File: src/rtl/scsi_bus_pkg.sv
`default_nettype none
// ============================================================================
// Module      : scsi_bus_pkg
// Description : Shared types and defaults for the WD33C93 bus-port arbiter.
//               It holds the phase state encoding, the port-owner codes,
//               the default timing constants and the arbitration helper.
// Revision    : 1.0  initial release
// ============================================================================
package scsi_bus_pkg;

    // Bus-port phase sequence for a single WD access
    typedef enum logic [1:0] {
        ST_IDLE   = 2'd0,
        ST_SETUP  = 2'd1,
        ST_STROBE = 2'd2,
        ST_HOLD   = 2'd3
    } state_e;

    // Current or most recent owner of the WD port
    typedef enum logic {
        GNT_CPU_OWN = 1'b0,
        GNT_DMA_OWN = 1'b1
    } owner_e;

    localparam int DEF_SETUP_CYC  = 1;
    localparam int DEF_STROBE_CYC = 3;
    localparam int DEF_HOLD_CYC   = 1;
    localparam int DEF_BURST_LEN  = 4;
    localparam int DEF_CNT_W      = 3;

    // Choose an owner from the eligible requests. On a tie the side that
    // did not win last time gets the port. Callers must ensure that at
    // least one request is eligible.
    function automatic owner_e arb_pick(input logic cpu_elig,
                                        input logic dma_elig,
                                        input owner_e last_gnt);
        owner_e pick;
        if (cpu_elig && dma_elig) begin
            pick = (last_gnt == GNT_CPU_OWN) ? GNT_DMA_OWN : GNT_CPU_OWN;
        end else if (cpu_elig) begin
            pick = GNT_CPU_OWN;
        end else begin
            pick = GNT_DMA_OWN;
        end
        return pick;
    endfunction

endpackage
`default_nettype wire

File: src/rtl/scsi_bus_arbiter_if.sv
`default_nettype none
// ============================================================================
// Module      : scsi_bus_arbiter_if
// Description : Request, grant and WD33C93 strobe signals of the bus-port
//               arbiter. Active-low WD pins carry an _n suffix. The master
//               side is the requester/board view. The slave side is the
//               arbiter.
// Revision    : 1.0  initial release
// ============================================================================
interface scsi_bus_arbiter_if;
    logic cpu_req;      // decoded, AS_-qualified CPU register cycle
    logic cpu_rw;       // 1 = read WD register
    logic dma_req;      // WD DREQ, already synchronised
    logic dma_rw;       // 1 = SCSI -> memory
    logic dma_en;       // DMA enable from control register
    logic gnt_cpu;
    logic gnt_dma;
    logic scsi_cs_n;
    logic scsi_dack_n;
    logic scsi_re_n;
    logic scsi_we_n;
    logic data_le;
    logic cpu_ack;
    logic dma_ack;

    modport master (
        output cpu_req, cpu_rw, dma_req, dma_rw, dma_en,
        input  gnt_cpu, gnt_dma, scsi_cs_n, scsi_dack_n, scsi_re_n,
               scsi_we_n, data_le, cpu_ack, dma_ack
    );

    modport slave (
        input  cpu_req, cpu_rw, dma_req, dma_rw, dma_en,
        output gnt_cpu, gnt_dma, scsi_cs_n, scsi_dack_n, scsi_re_n,
               scsi_we_n, data_le, cpu_ack, dma_ack
    );
endinterface
`default_nettype wire

File: src/rtl/scsi_phase_timer.sv
`default_nettype none
// ============================================================================
// Module      : scsi_phase_timer
// Description : Loadable down-counter that times every bus phase. It
//               reports a zero flag for the current count and for the
//               count that follows the next edge. The second flag lets
//               registered outputs mark the final cycle of a phase.
// Revision    : 1.0  initial release
// ============================================================================
module scsi_phase_timer
    import scsi_bus_pkg::*;
#(
    parameter int CNT_W = DEF_CNT_W
) (
    input  logic             clk_i,
    input  logic             rst_i,
    input  logic             load_i,
    input  logic [CNT_W-1:0] load_val_i,
    output logic             zero_o,
    output logic             zero_next_o
);

    logic [CNT_W-1:0] cnt_q;
    logic [CNT_W-1:0] cnt_d;

    // Load on phase entry, otherwise count down and stop at zero
    always_comb begin
        cnt_d = cnt_q;
        if (load_i) begin
            cnt_d = load_val_i;
        end else if (cnt_q != '0) begin
            cnt_d = cnt_q - 1'b1;
        end
    end

    // Counter register
    always_ff @(posedge clk_i or posedge rst_i) begin
        if (rst_i) begin
            cnt_q <= '0;
        end else begin
            cnt_q <= cnt_d;
        end
    end

    assign zero_o      = (cnt_q == '0);
    assign zero_next_o = (cnt_d == '0);

endmodule
`default_nettype wire

File: src/rtl/scsi_bus_arbiter.sv
`default_nettype none
// ============================================================================
// Module      : scsi_bus_arbiter
// Description : Arbitrates the WD33C93 bus port between CPU register cycles
//               and DMA FIFO transfers. It sequences CS_/DACK_ and RE_/WE_
//               through the SETUP, STROBE and HOLD phases. All outputs are
//               registered.
// Config      : define SCSI_BURST_EN to let a DMA grant run up to BURST_LEN
//               back-to-back transfers without an IDLE turnaround.
// Revision    : 1.0  initial release
// ============================================================================
module scsi_bus_arbiter
    import scsi_bus_pkg::*;
#(
    parameter int SETUP_CYC  = DEF_SETUP_CYC,
    parameter int STROBE_CYC = DEF_STROBE_CYC,
    parameter int HOLD_CYC   = DEF_HOLD_CYC,
    parameter int BURST_LEN  = DEF_BURST_LEN,
    parameter int CNT_W      = DEF_CNT_W
) (
    input  logic               clk_i,
    input  logic               rst_i,
    scsi_bus_arbiter_if.slave  bus_if
);

    localparam int CNT_MAX = (1 << CNT_W) - 1;
    localparam logic [CNT_W-1:0] SETUP_LD  = CNT_W'(SETUP_CYC - 1);
    localparam logic [CNT_W-1:0] STROBE_LD = CNT_W'(STROBE_CYC - 1);
    localparam logic [CNT_W-1:0] HOLD_LD   = CNT_W'(HOLD_CYC - 1);

    // Reject phase lengths that the counter cannot represent
    if (SETUP_CYC < 1 || SETUP_CYC > CNT_MAX) begin : g_bad_setup
        $error("SETUP_CYC out of range for CNT_W");
    end
    if (STROBE_CYC < 1 || STROBE_CYC > CNT_MAX) begin : g_bad_strobe
        $error("STROBE_CYC out of range for CNT_W");
    end
    if (HOLD_CYC < 1 || HOLD_CYC > CNT_MAX) begin : g_bad_hold
        $error("HOLD_CYC out of range for CNT_W");
    end
    if (BURST_LEN < 1) begin : g_bad_burst
        $error("BURST_LEN must be at least 1");
    end

    state_e state_q, state_d;
    owner_e owner_q, owner_d;
    owner_e last_gnt_q, last_gnt_d;
    logic   rw_q, rw_d;

    logic             tmr_load;
    logic [CNT_W-1:0] tmr_val;
    logic             tmr_zero;
    logic             tmr_zero_next;

    logic gnt_cpu_q, gnt_cpu_d;
    logic gnt_dma_q, gnt_dma_d;
    logic cs_n_q, cs_n_d;
    logic dack_n_q, dack_n_d;
    logic re_n_q, re_n_d;
    logic we_n_q, we_n_d;
    logic data_le_q, data_le_d;
    logic cpu_ack_q, cpu_ack_d;
    logic dma_ack_q, dma_ack_d;

    logic cpu_elig;
    logic dma_elig;
    logic owner_req;

    assign cpu_elig  = bus_if.cpu_req;
    assign dma_elig  = bus_if.dma_req && bus_if.dma_en;
    // Abort tracks the raw request. DMA_EN only gates new grants.
    assign owner_req = (owner_q == GNT_CPU_OWN) ? bus_if.cpu_req : bus_if.dma_req;

`ifdef SCSI_BURST_EN
    localparam int BURST_W = $clog2(BURST_LEN + 1);
    localparam logic [BURST_W-1:0] BURST_MAX = BURST_W'(BURST_LEN);
    logic [BURST_W-1:0] burst_q, burst_d;
`endif

    scsi_phase_timer #(
        .CNT_W (CNT_W)
    ) u_timer (
        .clk_i       (clk_i),
        .rst_i       (rst_i),
        .load_i      (tmr_load),
        .load_val_i  (tmr_val),
        .zero_o      (tmr_zero),
        .zero_next_o (tmr_zero_next)
    );

    // Phase sequencing, arbitration and phase-timer loads
    always_comb begin
        state_d    = state_q;
        owner_d    = owner_q;
        last_gnt_d = last_gnt_q;
        rw_d       = rw_q;
        tmr_load   = 1'b0;
        tmr_val    = '0;
`ifdef SCSI_BURST_EN
        burst_d    = burst_q;
`endif
        case (state_q)
            ST_IDLE: begin
                if (cpu_elig || dma_elig) begin
                    owner_d    = arb_pick(cpu_elig, dma_elig, last_gnt_q);
                    last_gnt_d = owner_d;
                    rw_d       = (owner_d == GNT_CPU_OWN) ? bus_if.cpu_rw : bus_if.dma_rw;
                    state_d    = ST_SETUP;
                    tmr_load   = 1'b1;
                    tmr_val    = SETUP_LD;
`ifdef SCSI_BURST_EN
                    burst_d    = BURST_W'(1);
`endif
                end
            end
            ST_SETUP: begin
                // A withdrawn request aborts before any strobe reaches the WD
                if (!owner_req) begin
                    state_d = ST_IDLE;
                end else if (tmr_zero) begin
                    state_d  = ST_STROBE;
                    tmr_load = 1'b1;
                    tmr_val  = STROBE_LD;
                end
            end
            ST_STROBE: begin
                if (tmr_zero) begin
                    state_d  = ST_HOLD;
                    tmr_load = 1'b1;
                    tmr_val  = HOLD_LD;
                end
            end
            ST_HOLD: begin
                if (tmr_zero) begin
                    state_d = ST_IDLE;
`ifdef SCSI_BURST_EN
                    // Keep DACK_ low into the next transfer while DMA alone wants the port
                    if (owner_q == GNT_DMA_OWN && dma_elig && !bus_if.cpu_req &&
                        burst_q < BURST_MAX) begin
                        state_d  = ST_SETUP;
                        tmr_load = 1'b1;
                        tmr_val  = SETUP_LD;
                        burst_d  = burst_q + 1'b1;
                    end
`endif
                end
            end
            default: begin
                state_d = ST_IDLE;
            end
        endcase
    end

    // Output values for the coming cycle, taken from the next phase
    always_comb begin
        gnt_cpu_d = (state_d != ST_IDLE) && (owner_d == GNT_CPU_OWN);
        gnt_dma_d = (state_d != ST_IDLE) && (owner_d == GNT_DMA_OWN);
        cs_n_d    = !gnt_cpu_d;
        dack_n_d  = !gnt_dma_d;
        re_n_d    = !((state_d == ST_STROBE) && rw_d);
        we_n_d    = !((state_d == ST_STROBE) && !rw_d);
        data_le_d = (state_d == ST_STROBE) && rw_d && tmr_zero_next;
        cpu_ack_d = (state_q == ST_STROBE) && (state_d == ST_HOLD) && (owner_q == GNT_CPU_OWN);
        dma_ack_d = (state_q == ST_STROBE) && (state_d == ST_HOLD) && (owner_q == GNT_DMA_OWN);
    end

    // State, ownership and registered outputs. Reset releases the WD pins at once.
    always_ff @(posedge clk_i or posedge rst_i) begin
        if (rst_i) begin
            state_q    <= ST_IDLE;
            owner_q    <= GNT_CPU_OWN;
            last_gnt_q <= GNT_DMA_OWN;
            rw_q       <= 1'b0;
            gnt_cpu_q  <= 1'b0;
            gnt_dma_q  <= 1'b0;
            cs_n_q     <= 1'b1;
            dack_n_q   <= 1'b1;
            re_n_q     <= 1'b1;
            we_n_q     <= 1'b1;
            data_le_q  <= 1'b0;
            cpu_ack_q  <= 1'b0;
            dma_ack_q  <= 1'b0;
        end else begin
            state_q    <= state_d;
            owner_q    <= owner_d;
            last_gnt_q <= last_gnt_d;
            rw_q       <= rw_d;
            gnt_cpu_q  <= gnt_cpu_d;
            gnt_dma_q  <= gnt_dma_d;
            cs_n_q     <= cs_n_d;
            dack_n_q   <= dack_n_d;
            re_n_q     <= re_n_d;
            we_n_q     <= we_n_d;
            data_le_q  <= data_le_d;
            cpu_ack_q  <= cpu_ack_d;
            dma_ack_q  <= dma_ack_d;
        end
    end

`ifdef SCSI_BURST_EN
    // Transfers completed under the current DMA grant
    always_ff @(posedge clk_i or posedge rst_i) begin
        if (rst_i) begin
            burst_q <= '0;
        end else begin
            burst_q <= burst_d;
        end
    end
`endif

    assign bus_if.gnt_cpu     = gnt_cpu_q;
    assign bus_if.gnt_dma     = gnt_dma_q;
    assign bus_if.scsi_cs_n   = cs_n_q;
    assign bus_if.scsi_dack_n = dack_n_q;
    assign bus_if.scsi_re_n   = re_n_q;
    assign bus_if.scsi_we_n   = we_n_q;
    assign bus_if.data_le     = data_le_q;
    assign bus_if.cpu_ack     = cpu_ack_q;
    assign bus_if.dma_ack     = dma_ack_q;

    a_cs_dack_excl: assert property (@(posedge clk_i) disable iff (rst_i)
        !(!cs_n_q && !dack_n_q));
    a_re_we_excl: assert property (@(posedge clk_i) disable iff (rst_i)
        !(!re_n_q && !we_n_q));

endmodule
`default_nettype wire

File: src/flat_wrapper.sv
// flat-port wrapper written by rule: the top's interface ports become plain ports
module scsi_bus_arbiter_flat import scsi_bus_pkg::*;
#(
    parameter int SETUP_CYC  = DEF_SETUP_CYC,
    parameter int STROBE_CYC = DEF_STROBE_CYC,
    parameter int HOLD_CYC   = DEF_HOLD_CYC,
    parameter int BURST_LEN  = DEF_BURST_LEN,
    parameter int CNT_W      = DEF_CNT_W
)
  (clk_i, rst_i, bus_if_cpu_req, bus_if_cpu_rw, bus_if_dma_req, bus_if_dma_rw, bus_if_dma_en, bus_if_gnt_cpu, bus_if_gnt_dma, bus_if_scsi_cs_n, bus_if_scsi_dack_n, bus_if_scsi_re_n, bus_if_scsi_we_n, bus_if_data_le, bus_if_cpu_ack, bus_if_dma_ack);
  scsi_bus_arbiter_if bus_if_i ();
  input  logic clk_i;
  input  logic rst_i;
  input wire logic [$bits(bus_if_i.cpu_req)-1:0] bus_if_cpu_req;
  input wire logic [$bits(bus_if_i.cpu_rw)-1:0] bus_if_cpu_rw;
  input wire logic [$bits(bus_if_i.dma_req)-1:0] bus_if_dma_req;
  input wire logic [$bits(bus_if_i.dma_rw)-1:0] bus_if_dma_rw;
  input wire logic [$bits(bus_if_i.dma_en)-1:0] bus_if_dma_en;
  output wire logic [$bits(bus_if_i.gnt_cpu)-1:0] bus_if_gnt_cpu;
  output wire logic [$bits(bus_if_i.gnt_dma)-1:0] bus_if_gnt_dma;
  output wire logic [$bits(bus_if_i.scsi_cs_n)-1:0] bus_if_scsi_cs_n;
  output wire logic [$bits(bus_if_i.scsi_dack_n)-1:0] bus_if_scsi_dack_n;
  output wire logic [$bits(bus_if_i.scsi_re_n)-1:0] bus_if_scsi_re_n;
  output wire logic [$bits(bus_if_i.scsi_we_n)-1:0] bus_if_scsi_we_n;
  output wire logic [$bits(bus_if_i.data_le)-1:0] bus_if_data_le;
  output wire logic [$bits(bus_if_i.cpu_ack)-1:0] bus_if_cpu_ack;
  output wire logic [$bits(bus_if_i.dma_ack)-1:0] bus_if_dma_ack;
  assign bus_if_i.cpu_req = bus_if_cpu_req;
  assign bus_if_i.cpu_rw = bus_if_cpu_rw;
  assign bus_if_i.dma_req = bus_if_dma_req;
  assign bus_if_i.dma_rw = bus_if_dma_rw;
  assign bus_if_i.dma_en = bus_if_dma_en;
  assign bus_if_gnt_cpu = bus_if_i.gnt_cpu;
  assign bus_if_gnt_dma = bus_if_i.gnt_dma;
  assign bus_if_scsi_cs_n = bus_if_i.scsi_cs_n;
  assign bus_if_scsi_dack_n = bus_if_i.scsi_dack_n;
  assign bus_if_scsi_re_n = bus_if_i.scsi_re_n;
  assign bus_if_scsi_we_n = bus_if_i.scsi_we_n;
  assign bus_if_data_le = bus_if_i.data_le;
  assign bus_if_cpu_ack = bus_if_i.cpu_ack;
  assign bus_if_dma_ack = bus_if_i.dma_ack;
  scsi_bus_arbiter #(.SETUP_CYC(SETUP_CYC), .STROBE_CYC(STROBE_CYC), .HOLD_CYC(HOLD_CYC), .BURST_LEN(BURST_LEN), .CNT_W(CNT_W)) u_core (.clk_i(clk_i), .rst_i(rst_i), .bus_if(bus_if_i));
endmodule
File: config.mk
export PLATFORM = sky130hd
export DESIGN_NAME = scsi_bus_arbiter_flat
export DESIGN_NICKNAME = d
export VERILOG_FILES = /design/src/rtl/scsi_bus_pkg.sv /design/src/rtl/scsi_bus_arbiter_if.sv /design/src/rtl/scsi_phase_timer.sv /design/src/rtl/scsi_bus_arbiter.sv /design/src/flat_wrapper.sv
export SDC_FILE = /design/constraint.sdc
export NUM_CORES = 1
export LEC_CHECK = 0
export ABC_AREA = 1
export BUFFER_PORTS_ARGS = -buffer_cell sky130_fd_sc_hd__buf_2
export CORE_AREA = 2 2 52 54
export DETAILED_ROUTE_END_ITERATION = 8
export DIE_AREA = 0 0 54 56
export SLEW_MARGIN = 20
export SYNTH_ARGS = -nofsm -noshare
export SYNTH_HDL_FRONTEND = slang
export SYNTH_HIERARCHICAL = 1
export SYNTH_SLANG_ARGS = --single-unit
File: constraint.sdc
create_clock -name clk_i -period 4 [get_ports clk_i]
set_input_delay 0.6 -clock clk_i [delete_from_list [all_inputs] [get_ports clk_i]]
set_output_delay 0.6 -clock clk_i [all_outputs]
set_load 0.02 [all_outputs]
==> flow_summary.ini, run 1 <==
[timing]
timing.final.ws_setup_ns = 2.07
max_freq_ghz = 0.519
fin_skew_ns = 0.00365
finalSetupViolCount = 0
hold_viol_final = 0
grt_setup_unrepaired = false
slew_headroom_pct = 64.6
worst_pin_slew_ns = 0.530
period_needed_ns = 1.93
tns_ns = 0
slew_violations = 0
timing.final.crit_share_pct = 48.1

[power]
internal_power_mw = 0.443
clockPowerShare_pct = 10.7
power_frac_comb_pct = 52.6
p_seq_share_pct = 36.6
swShare_pct = 45.4
power_density_nw_per_um2 = 777
peakVddDrop_mv = 0.368
power.net_switching_mw = 0.367
leakage_nw = 0.594

[synthesis]
synth-simple-area-share_pct = 32.8
synth.area.mux_share_pct = 0
synth_top_area_share_pct = 33.4
ys_seq_elements = 17
seq_area_frac_synth_pct = 48.0
synth_flop_cell = dfrtp_1
synth_cells = 109
synth_warnings = 6
synthAdderAreaFrac_pct = 2.78
synth-compound-area-share_pct = 3.48
synth.distinct_cells = 19
syn-cell-area_sq_um = 900
synth_edf_count = 0
synth_top_family_by_area = simple AND/OR/NAND/NOR gates
synth.most_common_cell = nand2_1
synthXorXnorAreaFrac_pct = 0
synth_area_per_cell_sq_um = 8.25
async_reset_ff_share_pct = 100
ys_top_cells_by_area = dfrtp_1, dfstp_2, nand2_1, inv_1, nand3_1
yosys-top-cells-count = nand2_1, inv_1, dfrtp_1, inv_2, nand3_1
synth_largest_area_cell = dfrtp_1

[cts]
cts_setup_buffers = 0
numCtsBuffers = 3
clock_sinks = 17
insertion_delay_ns = 0.28
clk_pin_slew_worst_paths_ns = 0.09
root_buffer = clkbuf_4
htreeDepth = 1
cts_tree = built
clk_path_buf_depth = 2
ctsHoldBuffers = 0
cts_resized = 0

[critical_path]
end_kind = register
critPathLaunchType = register
worstReg2RegStart = u_core/u_timer/cnt_q[0]
r2r_slack_ns = 2.07
required_ns = 4.22
rr_worst_depth = 15
reg2reg_to = u_core/bus_if.data_le
arrival_ns = 2.14
path_max_fanout = 5
path_class = reg -> reg

[floorplanning]
core_area_sq_um = 2430
die_h_um = 56
io_pins = 16
num_rows = 18
dieArea_sq_um = 3020
start_util_pct = 37.0
die-width_um = 54

[cells_and_area]
n_fill_cell = 255
area_growth_pct = 15.9
diodes = 0
finalNetCount = 139
drive_gt1_share_pct = 40.3

[grt]
grtUsageMet1_pct = 14.8
grt_use_met2_pct = 19.0
antenna_found_initial = 0
met3_usage_pct = 1.61
grtUsageTotal_pct = 11.6
top_usage_layer = met2
grt_pass1_vias = 649
grt_max_degree = 15
overflow = 0
grt_pass1_wl_mm = 2.64

[placed_design]
io_buffers = 15
pre_cts_slack_ns = 2.08
routabilityCongestion = 0.783
dp_hpwl_mm = 1.17

[detailed_routing]
num_vias = 672
drt_first_pass_iters = 4
dr.first_iter.drc_count = 8
ant_nets = 0
wirelength_mm = 1.43
vias_per_cell = 4.23
drcViolationCount = 0
wl_per_cell_um = 9.01

[job]
cap_violations = 0

[worst_hold_path]
holdCritPathClass = in -> async

[status]
status = complete, no violations
## power by group through the flow
stage | registers, mW | logic (mW) | clock network, mW
global placement | 0.298 | 0.423 | 0
floorplan | 0.327 | 0.317 | 0
CTS | 0.296 | 0.433 | 0.0916
global route | 0.303 | 0.495 | 0.101
finish | 0.297 | 0.426 | 0.0870
detailed placement | 0.299 | 0.431 | 0
## routing by layer
layer  part of all wire [%]  vias to the layer above
li1                       -                      356
met1                     48                      303
met2                     47                        9
met3                    2.2                        4
met4                    2.0                        0
met5                      0                        -
## placed cells by master, fill, tap and decap left out, drive strengths merged
master  Yosys  final
conb        1      2
o21ai       2      2
ha          2      2
inv        30     30
a21oi       1      1
o22ai       1      1
nand3      13     13
nor2       14     14
dfstp       5      5
buf         0     15
nand2      26     26
or2         2      2
clkbuf      0      4
dfrtp      12     12
## state kept, by name, summed over array words and instances, names as in the netlist
signal / count
u_core/u_timer/cnt_q: 3
u_core/bus_if.cpu_ack: 1
u_core/bus_if.scsi_dack_n: 1
u_core/rw_q: 1
u_core/bus_if.scsi_we_n: 1
u_core/bus_if.gnt_dma: 1
u_core/state_q: 2
u_core/bus_if.data_le: 1
u_core/bus_if.gnt_cpu: 1
u_core/bus_if.scsi_cs_n: 1
u_core/last_gnt_q: 1
u_core/owner_q: 1
u_core/bus_if.scsi_re_n: 1
u_core/bus_if.dma_ack: 1
## worst max-delay path, cell delays in order (launching register included)
cell	delay (ns)
dfrtp_1	0.39
inv_1	0.11
ha_1	0.21
nand2_2	0.09
inv_2	0.10
nand2_1	0.08
nor2_2	0.09
nand2_2	0.07
nand3_1	0.12
inv_2	0.07
or2_0	0.19
nand2_1	0.08
nand2_1	0.07
nor2_2	0.07
inv_1	0.05
nor2_2	0.09
## kinds of logic after synthesis
group                    Yosys count
AND/OR/NAND/NOR                   55
buffers and inverters             30
flip-flops                        17
AO/OA/AOI/OAI                      4
adder cells (fa/ha/maj)            2
other                              1
## cell type report
| class | instances | area, sq um | share of cell area, % |
|---|---|---|---|
| inverters | 30 | 113 | 10.8 |
| repair buffers | 15 | 75.1 | 7.20 |
| well taps | 30 | 37.5 | 3.60 |
| flip-flops and latches | 17 | 432 | 41.4 |
| clock buffers | 4 | 26.3 | 2.52 |
| multi-input cells | 63 | 359 | 34.5 |
## worst max-delay path by stage
stage | start | end
detailed placement | u_core/u_timer/cnt_q[0] | u_core/bus_if.data_le
floorplan | u_core/u_timer/cnt_q[0] | u_core/bus_if.data_le
CTS | u_core/u_timer/cnt_q[0] | u_core/bus_if.data_le
finish | u_core/u_timer/cnt_q[0] | u_core/bus_if.data_le
global route | u_core/u_timer/cnt_q[0] | u_core/bus_if.data_le
global placement | u_core/u_timer/cnt_q[0] | u_core/bus_if.data_le
## through the flow
step,util [%],cell area [sq um],hold slack (ns),total power [mW],cells
final,42.8,1040,0.174,0.810,159
after detailed placement,41.8,1020,0.480,0.730,155
after global routing,42.8,1040,0.171,0.899,159
after global placement,41.8,1020,0.471,0.721,155
after floorplan,-,903,0.354,0.644,110
after CTS,42.8,1040,0.170,0.822,159
(Power assumes the default switching activity.)
==> run 2, diff against run 1 <==
==> constraint.sdc (replaced) <==
create_clock -name clk_i -period 1.55 [get_ports clk_i]
set_input_delay 0.2325 -clock clk_i [delete_from_list [all_inputs] [get_ports clk_i]]
set_output_delay 0.2325 -clock clk_i [all_outputs]
set_load 0.02 [all_outputs]
==> run 2 against run 1 <==
  * Sequential power grew to 2.6 times the previous value
  * The run now ends with negative setup slack left
  * First-iteration DRC count is 75% lower
  * Combinational power grew to 4.1 times the previous value
  * Highest routed layer unchanged
  * Design area is 23% higher
  * Total power grew to 3.4 times the previous value
  * Clock power grew to 2.6 times the previous value
  * Fmax is 10% higher
  * Count of clock-buffer cells in the layout stayed put
  * Final cell count is 14% higher
  * Worst hold slack better by 0.11 ns
  * Global-route usage is 1.6 points higher
==> flow_summary.ini, run 2 (same netlist as run 1, synthesis figures left out) <==
[timing]
finalSetupViolCount = 8
max_freq_ghz = 0.574
timing.final.ws_setup_ns = -0.194
grt_setup_unrepaired = true
fin_skew_ns = 0.0102
slew_violations = 0
hold_viol_final = 0
timing.final.crit_share_pct = 112
period_needed_ns = 1.74

[floorplanning]
num_rows = 18
start_util_pct = 37.0
die-width_um = 54
core_area_sq_um = 2430
die_h_um = 56
io_pins = 16
dieArea_sq_um = 3020

[critical_path]
rr_worst_depth = 14
worstReg2RegStart = u_core/u_timer/cnt_q[0]
required_ns = 1.74
r2r_slack_ns = -0.19
arrival_ns = 1.93
reg2reg_to = u_core/u_timer/cnt_q[2]
path_max_fanout = 3
critPathLaunchType = register
path_class = reg -> reg
end_kind = register

[cells_and_area]
largest_reg_flops = 3
area_growth_pct = 42.7
diodes = 0
n_fill_cell = 236
seq_area_sq_um = 432
layout_commonest_cell = buf_4
most-common-layout-cells = buf_4, nand2_1, inv_1
regMostFlops = u_core/u_timer/cnt_q
fin_area_sq_um = 1280
multi_input_area_sq_um = 413
drive_gt1_share_pct = 55.9
finalNetCount = 162
largest_registers = u_core/u_timer/cnt_q: 3 flops, u_core/state_q: 2 flops

[power]
power.total_mw = 2.76
leakage_nw = 0.726
peakVddDrop_mv = 1.17
power_density_nw_per_um2 = 2150

[grt]
grtUsageTotal_pct = 13.2
grt_pass1_wl_mm = 3.06
overflow = 0
antenna_found_initial = 0
grt_max_degree = 15
grt_pass1_vias = 779

[detailed_routing]
drcViolationCount = 0
wirelength_mm = 1.75
vias_per_cell = 4.27
ant_nets = 0
wl_per_cell_um = 9.60
num_vias = 778
drt_first_pass_iters = 4
dr.first_iter.drc_count = 2

[placed_design]
dp_hpwl_mm = 1.33
routabilityCongestion = 0.794
place_area_sq_um = 1130
io_buffers = 15

[cts]
clock_sinks = 17
htreeDepth = 1
clk_pin_slew_worst_paths_ns = 0.10
root_buffer = clkbuf_4
numCtsBuffers = 3
insertion_delay_ns = 0.28
cts_tree = built
clk_path_buf_depth = 2

[status]
violations = negative setup slack
status = finished, violations left

[worst_hold_path]
min-delay-start = bus_if_dma_rw
hold_end = u_core/bus_if.scsi_we_n
holdCritPathClass = in -> reg
holdPathStages = 5

[job]
cap_violations = 0
[run 2: final cells by class]
cell class                      count  share of cell area [%]
Timing Repair Buffer               38                    20.1
Sequential cell                    17                    33.6
Clock buffer                        4                    2.05
Multi-Input combinational cell     63                    32.2
Tap cell                           30                    2.92
Inverter                           30                    9.16
[run 2: per-layer routing]
layer,track usage [%],routed length [um],up-vias
li1,-,-,403
met1,17.2,844,360
met2,22.0,838,13
met3,0,38,2
met4,6.43,27,0
met5,0,0,-
[run 2: worst max path at each step]
stage | endpoint | startpoint | cells past startpoint
3_3_place_gp | u_core/bus_if.data_le | u_core/u_timer/cnt_q[0] | 15
2_1_floorplan | u_core/bus_if.data_le | u_core/u_timer/cnt_q[1] | 15
6_report | u_core/u_timer/cnt_q[2] | u_core/u_timer/cnt_q[0] | 14
4_1_cts | u_core/bus_if.data_le | u_core/u_timer/cnt_q[0] | 15
3_5_place_dp | u_core/bus_if.data_le | u_core/u_timer/cnt_q[1] | 15
5_1_grt | u_core/bus_if.data_le | u_core/u_timer/cnt_q[0] | 15
[run 2: through the flow]
stage          std cells  TNS (ns)  hold WS [ns]  setup slack (ns)  utilization (%)
4_1_cts              178    -0.592         0.275            -0.179             50.3
5_1_grt              182     -1.77         0.320            -0.339             52.8
3_3_place_gp         169    -0.593         0.117            -0.180             46.5
3_5_place_dp         169    -0.847         0.128            -0.207             46.5
6_report             182    -0.838         0.283            -0.194             52.8
2_1_floorplan        110    -0.121       -0.0139            -0.121                -
[run 2: what timing repair did]
action                                  in CTS  in global routing
endpoints found under the setup margin      10                 11
buffers inserted                             4                  4
pin swaps                                    9                  6
hold buffers                                 1                  0
endpoints found under the hold margin       12                  0
resized for setup                            8                  8
[run 2: power by group]
part           total [mW]  switching [mW]  internal, mW
logic                1.75           0.932         0.818
clock network       0.224           0.124        0.0995
registers           0.786           0.130         0.655
total                2.76            1.19          1.57
[run 2: worst max-delay path: stages, from the launching register on]
cell     delay (ns)
dfrtp_1        0.39
inv_2          0.06
ha_4           0.16
nand2_4        0.08
inv_4          0.05
buf_4          0.13
nand3_2        0.08
nand3_2        0.08
buf_4          0.15
a21oi_2        0.08
nand2_1        0.06
nand2_1        0.09
buf_4          0.11
buf_4          0.09
inv_1          0.03
==> run 3, diff against run 2 <==
--- a/config.mk
+++ b/config.mk
@@ -7,10 +7,13 @@
 export LEC_CHECK = 0
 export ABC_AREA = 1
 export BUFFER_PORTS_ARGS = -buffer_cell sky130_fd_sc_hd__buf_2
-export CORE_AREA = 2 2 52 54
+export CELL_PAD_IN_SITES_DETAIL_PLACEMENT = 0
+export CELL_PAD_IN_SITES_GLOBAL_PLACEMENT = 1
+export CORE_AREA = 2 2 54 56
 export DETAILED_ROUTE_END_ITERATION = 8
-export DIE_AREA = 0 0 54 56
-export SLEW_MARGIN = 20
+export DIE_AREA = 0 0 56 58
+export PLACE_DENSITY_LB_ADDON = 0.1
+export SLEW_MARGIN = 0
 export SYNTH_ARGS = -nofsm -noshare
 export SYNTH_HDL_FRONTEND = slang
 export SYNTH_HIERARCHICAL = 1
==> run 3 against run 2 <==
  * The flow still finishes with violations (negative setup slack)
  * Wire length down 1.3%
  * Count of clock-buffer cells in the layout did not move
  * Non-clock buffer count decreased by 6
  * First-iteration DRC count rose to 3.0 times the previous value
  * Setup slack improved by 0.025 ns
  * Clock power rose by 4%
  * Sequential share of layout area rose by 1.1 points
  * Critical path type unchanged
  * Largest power group unchanged
==> flow_summary.ini, run 3 (same netlist as run 1, synthesis figures left out) <==
[critical_path]
path_max_fanout = 4
end_kind = register
required_ns = 1.78
arrival_ns = 1.94
path_class = reg -> reg
critPathLaunchType = register

[cells_and_area]
largest_registers = u_core/u_timer/cnt_q: 3 flops, u_core/state_q: 2 flops
largest_reg_flops = 3
finalNetCount = 156
drive_gt1_share_pct = 55.5
fin_area_sq_um = 1240
regMostFlops = u_core/u_timer/cnt_q
most-common-layout-cells = nand2_1, inv_1, buf_4
post-route-util_pct = 46.7
n_fill_cell = 284
area_growth_pct = 38.1
diodes = 0

[cts]
cts_tree = built
htreeDepth = 1
insertion_delay_ns = 0.28
clock_sinks = 17
clk_path_buf_depth = 2
root_buffer = clkbuf_4
clk_pin_slew_worst_paths_ns = 0.09
numCtsBuffers = 3

[grt]
grt_pass1_vias = 709
antenna_found_initial = 0
grtUsageTotal_pct = 12.2
overflow = 0
grt_max_degree = 15
grt_pass1_wl_mm = 3.02

[worst_hold_path]
holdCritPathClass = in -> reg

[timing]
finalSetupViolCount = 8
period_needed_ns = 1.72
slew_violations = 0
hold_viol_final = 0
timing.final.ws_setup_ns = -0.168
max_freq_ghz = 0.582
grt_setup_unrepaired = true
fin_skew_ns = 0.00165
slew_headroom_pct = 63.0
timing.final.crit_share_pct = 111
worst_pin_slew_ns = 0.554
hold_ws_ns = 0.271

[status]
violations = negative setup slack
status = finished, violations left

[floorplanning]
start_util_pct = 33.8
core_area_sq_um = 2660
die-width_um = 56
die_h_um = 58
dieArea_sq_um = 3250
num_rows = 19
io_pins = 16

[detailed_routing]
num_vias = 736
dr.first_iter.drc_count = 6
wirelength_mm = 1.73
vias_per_cell = 4.16
ant_nets = 0
wl_per_cell_um = 9.75
drcViolationCount = 0
drt_first_pass_iters = 3

[placed_design]
routabilityCongestion = 0.772
dp_hpwl_mm = 1.32
pre_cts_slack_ns = -0.246
place_area_sq_um = 1090
io_buffers = 15

[job]
cap_violations = 0

[power]
power_density_nw_per_um2 = 2110
peakVddDrop_mv = 1.19
leakage_nw = 0.695
## run 3: cell count changes in the layout (fill, tap and decap cells not counted)
cell / previous run / this run
buf_4: 20 / 16
buf_6: 2 / 0
nand2_1: 18 / 16
nand2_2: 6 / 8
or2_0: 2 / 0
or2_1: 0 / 2
nor2_2: 5 / 4
nor2_4: 4 / 5
## run 3: final timing paths
check / end / slack (ns) / cells past startpoint / from
worst max-delay path: u_core/bus_if.data_le / -0.17 / 15 / u_core/u_timer/cnt_q[1]
worst min-delay path: u_core/bus_if.scsi_we_n / 0.27 / 5 / bus_if_dma_rw
worst max register to register: u_core/bus_if.data_le / -0.17 / 15 / u_core/u_timer/cnt_q[1]
worst min register to register: u_core/bus_if.scsi_we_n / 0.50 / 2 / u_core/rw_q
max in group asynchronous: u_core/last_gnt_q / 0.64 / 3 / rst_i
min in group asynchronous: u_core/u_timer/cnt_q[0] / 0.35 / 3 / rst_i
## run 3: stage by stage
step	TNS (ns)	total power, mW	instances
after global placement	-0.412	2.07	165
after global routing	-1.61	2.88	177
final	-0.416	2.62	177
after floorplan	-0.121	1.68	110
after CTS	-0.201	2.44	172
after detailed placement	-0.650	2.09	165
## run 3: layout make-up
type | instances | area [sq um] | area share (%)
multi-input combinational | 63 | 423 | 34.0
inverter | 30 | 118 | 9.47
clock buffer | 4 | 26.3 | 2.11
tap | 31 | 38.8 | 3.12
timing repair buffer | 32 | 205 | 16.5
sequential | 17 | 432 | 34.7
## run 3: repair_timing
| item | CTS | global route |
|---|---|---|
| gates resized for setup | 6 | 13 |
| hold endpoints to repair | 3 | 0 |
| setup buffers | 2 | 5 |
| pin swaps | 8 | 16 |
| endpoints found under the setup margin | 8 | 10 |
| hold buffers | 1 | 0 |
## run 3: metal layers
metal / up-vias / part of all wire, % / routed length, um / GRT usage [%]
li1: 392 / - / - / -
met2: 5 / 52 / 891 / 20.8
met1: 337 / 45 / 778 / 14.5
met3: 2 / 2.5 / 43 / 2.90
met4: 0 / 0.75 / 13 / 6.12
met5: - / 0 / 0 / 0
## run 3: critical path: stages (launching register included)
cell and delay [ns]:
dfrtp_1 0.40, inv_2 0.09, ha_4 0.15, nand2_4 0.06, inv_4 0.07, nand2_4 0.05, nor2_4 0.10, nand2_2 0.06
nand3_2 0.08, inv_2 0.04, or2_1 0.23, nand2_2 0.07, nand2_2 0.06, nor2_4 0.10, inv_2 0.04, nor2_2 0.06
## run 3: power by group
group	leakage, nW	switching, mW	internal, mW	total [mW]
combinational	0.475	0.905	0.708	1.61
sequential	0.205	0.123	0.656	0.779
clock	0.0150	0.132	0.0998	0.232
total	0.695	1.16	1.46	2.62
